File: src/rtl/piso_tx_pkg.sv
// Shared constants for the piso_tx transmitter and its neighbours on the
// serial link (the downstream sipo uses the same default word width).
package piso_tx_pkg;

    // FSM state codes, kept as plain 1-bit constants so older code that
    // compares against raw bit patterns keeps working.
    localparam logic [0:0] ST_IDLE  = 1'b0;
    localparam logic [0:0] ST_SHIFT = 1'b1;

    // Default word width shared by the transmitter and the sipo receiver.
    localparam int DEFAULT_WIDTH = 4;

endpackage

File: src/rtl/piso_tx_counter.sv
// Modulus-MOD up counter with clear and enable. terminal flags the last
// count value so the parent can spot the final bit of a word without its
// own comparator.
module mod_n_counter
    import piso_tx_pkg::*;
#(
    parameter int MOD = DEFAULT_WIDTH
) (
    input  logic                   clk,
    input  logic                   rst,
    input  logic                   en,
    input  logic                   clr,
    output logic [$clog2(MOD)-1:0] count,
    output logic                   terminal
);

    localparam int CW = $clog2(MOD);
    localparam logic [CW-1:0] LAST = CW'(MOD - 1);

    // Count 0..MOD-1 and wrap; clear takes priority over enable.
    always_ff @(posedge clk or negedge rst) begin
        if (!rst) begin
            count <= '0;
        end else if (clr) begin
            count <= '0;
        end else if (en) begin
            count <= (count == LAST) ? '0 : count + 1'b1;
        end
    end

    assign terminal = (count == LAST);

endmodule

File: src/rtl/piso_tx.sv
// Parallel-in/serial-out transmitter. A word accepted over load_valid /
// load_ready is shifted out one bit per clock on so, framed by so_valid.
// Handshake: a word transfers on any posedge where load_valid and
// load_ready are both 1; load_ready depends only on internal state, and pi
// is sampled only on that transferring edge. Accepting on the last-bit
// cycle lets words run back-to-back with no gap on so_valid.
module piso_tx
    import piso_tx_pkg::*;
#(
    parameter int WIDTH     = DEFAULT_WIDTH,
    parameter bit MSB_FIRST = 1'b1
) (
    input  logic             clk,
    input  logic             rst,
    input  logic [WIDTH-1:0] pi,
    input  logic             load_valid,
    output logic             load_ready,
    output logic             so,
    output logic             so_valid,
    output logic             busy,
    output logic             done
);

    localparam int CW = $clog2(WIDTH);

    logic [0:0]       state;
    logic [WIDTH-1:0] shreg;
    logic [CW-1:0]    cnt;
    logic             last_bit;
    logic             accept;
    logic             shifting;

    assign shifting   = (state == ST_SHIFT);
    assign load_ready = (state == ST_IDLE) | (shifting & last_bit);
    assign accept     = load_valid & load_ready;

    // Bit counter: runs while shifting, restarts at 0 on every accepted
    // word and wraps to 0 after the last bit so it rests at 0 in IDLE.
    mod_n_counter #(
        .MOD (WIDTH)
    ) u_cnt (
        .clk      (clk),
        .rst      (rst),
        .en       (shifting),
        .clr      (accept),
        .count    (cnt),
        .terminal (last_bit)
    );

    // FSM: leave IDLE on accept; return to IDLE after the last bit unless
    // a new word is taken on that same cycle.
    always_ff @(posedge clk or negedge rst) begin
        if (!rst) begin
            state <= ST_IDLE;
        end else begin
            case (state)
                ST_IDLE:  if (accept) state <= ST_SHIFT;
                ST_SHIFT: if (last_bit && !accept) state <= ST_IDLE;
                default:  state <= ST_IDLE;
            endcase
        end
    end

    // Shift register: load on accept, otherwise shift toward the output
    // end while shifting, filling with 0 so it is empty once back in IDLE.
    always_ff @(posedge clk or negedge rst) begin
        if (!rst) begin
            shreg <= '0;
        end else if (accept) begin
            shreg <= pi;
        end else if (shifting) begin
            shreg <= MSB_FIRST ? {shreg[WIDTH-2:0], 1'b0}
                               : {1'b0, shreg[WIDTH-1:1]};
        end
    end

    assign so       = MSB_FIRST ? shreg[WIDTH-1] : shreg[0];
    assign so_valid = shifting;
    assign busy     = shifting;
    assign done     = shifting & last_bit;

endmodule

File: config.mk
export PLATFORM = sky130hd
export DESIGN_NAME = piso_tx
export DESIGN_NICKNAME = d
export VERILOG_FILES = /design/src/rtl/piso_tx_pkg.sv /design/src/rtl/piso_tx_counter.sv /design/src/rtl/piso_tx.sv
export SDC_FILE = /design/constraint.sdc
export NUM_CORES = 1
export LEC_CHECK = 0
export CAP_MARGIN = 5
export CORE_AREA = 2 2 39 41
export DETAILED_ROUTE_END_ITERATION = 12
export DIE_AREA = 0 0 41 43
export HOLD_SLACK_MARGIN = 0.15
export PLACE_DENSITY = 0.58
export SLEW_MARGIN = 20
export SYNTH_ARGS = -nofsm -noshare
export SYNTH_HDL_FRONTEND = slang
export SYNTH_SLANG_ARGS = --single-unit
File: constraint.sdc
create_clock -name clk -period 1.7 [get_ports clk]
set_clock_uncertainty 0.15 [all_clocks]
set_input_delay 0.34 -clock clk [delete_from_list [all_inputs] [get_ports clk]]
set_output_delay 0.34 -clock clk [all_outputs]
set_load 0.02 [all_outputs]
==> impl_metrics.json <==
{
  "die_area_sq_mm": 0.00176,
  "startpoint_type": "flop",
  "hpwl_um": 567,
  "io_pins": 12,
  "fin_crit_sh_pct": 95.3,
  "layout_common_cells": "dfrtp_1 (7), clkdlybuf4s50_1 (6), buf_4 (5)",
  "critPathCaptureType": "output pin",
  "placed_cell_area_sq_um": 532,
  "cts_tree": "done",
  "grt_pass1_vias": 335,
  "dieHeight_um": 43,
  "worstHoldPathType": "in -> async",
  "fin_area_sq_um": 561,
  "coreArea_sq_mm": 0.00138,
  "ys_seq_elements": 7,
  "required_ns": 1.21,
  "avgSynthCellArea_sq_um": 11.4,
  "path_delay_family": "flip-flops",
  "nNetsFinal": 61,
  "netlist_area_sq_um": 409,
  "grt_usage_pct": 12.5,
  "first_iter_violations": 2,
  "synthCells": 36,
  "tightestPinTransition_ns": 0.429,
  "setup-tns-final_ns": 0,
  "hold-worst-slack_ns": 0.207,
  "gp_congestion": 0.666,
  "drive_gt1_share_pct": 36.5,
  "initial_core_util_pct": 29.6,
  "num_vias": 321,
  "ir_drop_mv": 0.784,
  "wl_per_cell_um": 11.5,
  "remaining_drc_errors": 0,
  "ant_nets": 0,
  "setup_viol_count_final": 0,
  "insertion_delay_ns": 0.25,
  "diodes": 0,
  "yosys_warnings": 0,
  "overflow": 0,
  "layout_commonest_cell": "dfrtp_1",
  "p_per_area_mw_per_mm2": 1850,
  "synth_area_leaders": "dfrtp_1 (43%), mux2_4 (11%), o22ai_2 (9.2%)",
  "finalHoldViolCount": 0,
  "clk_path_buf_depth": 2,
  "worst_ep_arrival_time_ns": 1.13,
  "yosysTopAreaCell": "dfrtp_1",
  "first_pass_iters": 3,
  "fp.dieW_um": 41,
  "path_max_fanout": 3,
  "p_leak_uw": 0.000275,
  "cts-root-buf": "clkbuf_4",
  "path_cells": "ha_2, nand2b_2, buf_6",
  "timing.slew.headroom_pct": 71.3,
  "crit_path_max_incr_delay_ns": 0.38,
  "grt_pass1_wl_mm": 1.45,
  "ctsHtreeMaxLevel": 1,
  "fillCellCount": 154,
  "slowest_stage": "dfrtp_1",
  "maxCapViolCount": 0,
  "vias_per_cell": 4.72,
  "worstSetupPathType": "reg -> out",
  "path_buf_inv": 1,
  "portBuffers": 11,
  "maxSlewViolCount": 0,
  "period_needed_ns": 1.62,
  "status": "finished, final reports clean",
  "seq_area_frac_synth_pct": 42.8,
  "totalWireLength_um": 784,
  "cts_sinks": 7,
  "max_freq_mhz": 617,
  "netlist-cell-type-count": 17,
  "antenna_found_initial": 0,
  "rsz0062_at_grt": "no",
  "fp-row-count": 14,
  "synth_nets": 44,
  "cts_buffers": 3,
  "area_growth_pct": 37.0,
  "grt_start_max_net_pins": 12,
  "clk_pin_slew_ns": 0.05,
  "synth_top_area_share_pct": 42.8
}
sequential cells by signal (all words and copies together), names as in the netlist:
name,cells
u_cnt.count,2
shreg,4
busy,1
stage by stage:
step	util, %	worst slack [ns]	power (uW)	instances
floorplan	-	0.322	721	36
global placement	38.4	-0.0663	891	63
detailed placement	38.4	-0.0853	896	63
CTS	39.3	0.0179	1010	67
global route	40.5	0.0172	1140	68
finish	40.5	0.0792	1040	68
per-layer routing:
layer  track usage (%)  wire, um  vias up
met5                 0         0        -
met4              6.00         0        0
met3              6.28        60        0
met2              18.8       338       12
met1              14.1       386      150
li1                  -         -      159
final timing paths:
path                                     start         end  depth (start not counted)  slack [ns]
worst max register to register  u_cnt.count[0]    shreg[1]                          5        0.29
max in group asynchronous                  rst    shreg[0]                          1        0.95
worst max-delay path            u_cnt.count[0]  load_ready                          3        0.08
min in group clk                      shreg[0]    shreg[0]                          2        0.44
worst min register to register        shreg[0]    shreg[0]                          2        0.44
worst min-delay path                       rst    shreg[1]                          1        0.21
area by class of cell:
cell class	instances	area (sq um)	area share, %
clock buffers	4	26.3	4.69
inverters	3	11.3	2.01
multi-input cells	22	188	33.5
flip-flops and latches	7	175	31.2
well taps	16	20.0	3.57
repair buffers	16	140	25.0
cell usage after synthesis (all sizes together):
master  count
dfrtp       7
buf         4
o22ai       4
a31oi       3
inv         3
mux2        3
nand2b      3
nand2       2
o21ai       2
and2        1
ha          1
mux2i       1
nand3       1
nor2        1
what timing repair did:
item                       CTS  global route
setup endpoints to repair    5             2
hold buffers                 0             0
resized for setup           11             3
buffers inserted             0             1
kinds of logic (layout without fill, tap and decap cells):
kind of cell / Yosys count / count (layout) / share of synthesized area (%)
buffers and inverters: 7 / 23 / 11.9
adder cells (fa/ha/maj): 1 / 1 / 3.06
multiplexers: 4 / 4 / 13.5
AND/OR/NAND/NOR: 8 / 8 / 11.0
AO/OA/AOI/OAI: 9 / 9 / 17.7
flip-flops: 7 / 7 / 42.8
where the power goes:
part	switching, uW	internal (uW)	leakage, uW
Clock	59.1	89.4	0.0000150
Sequential	56.5	239	0.0000857
Combinational	270	321	0.000175
No activity file was read; power rests on OpenSTA's default activity.
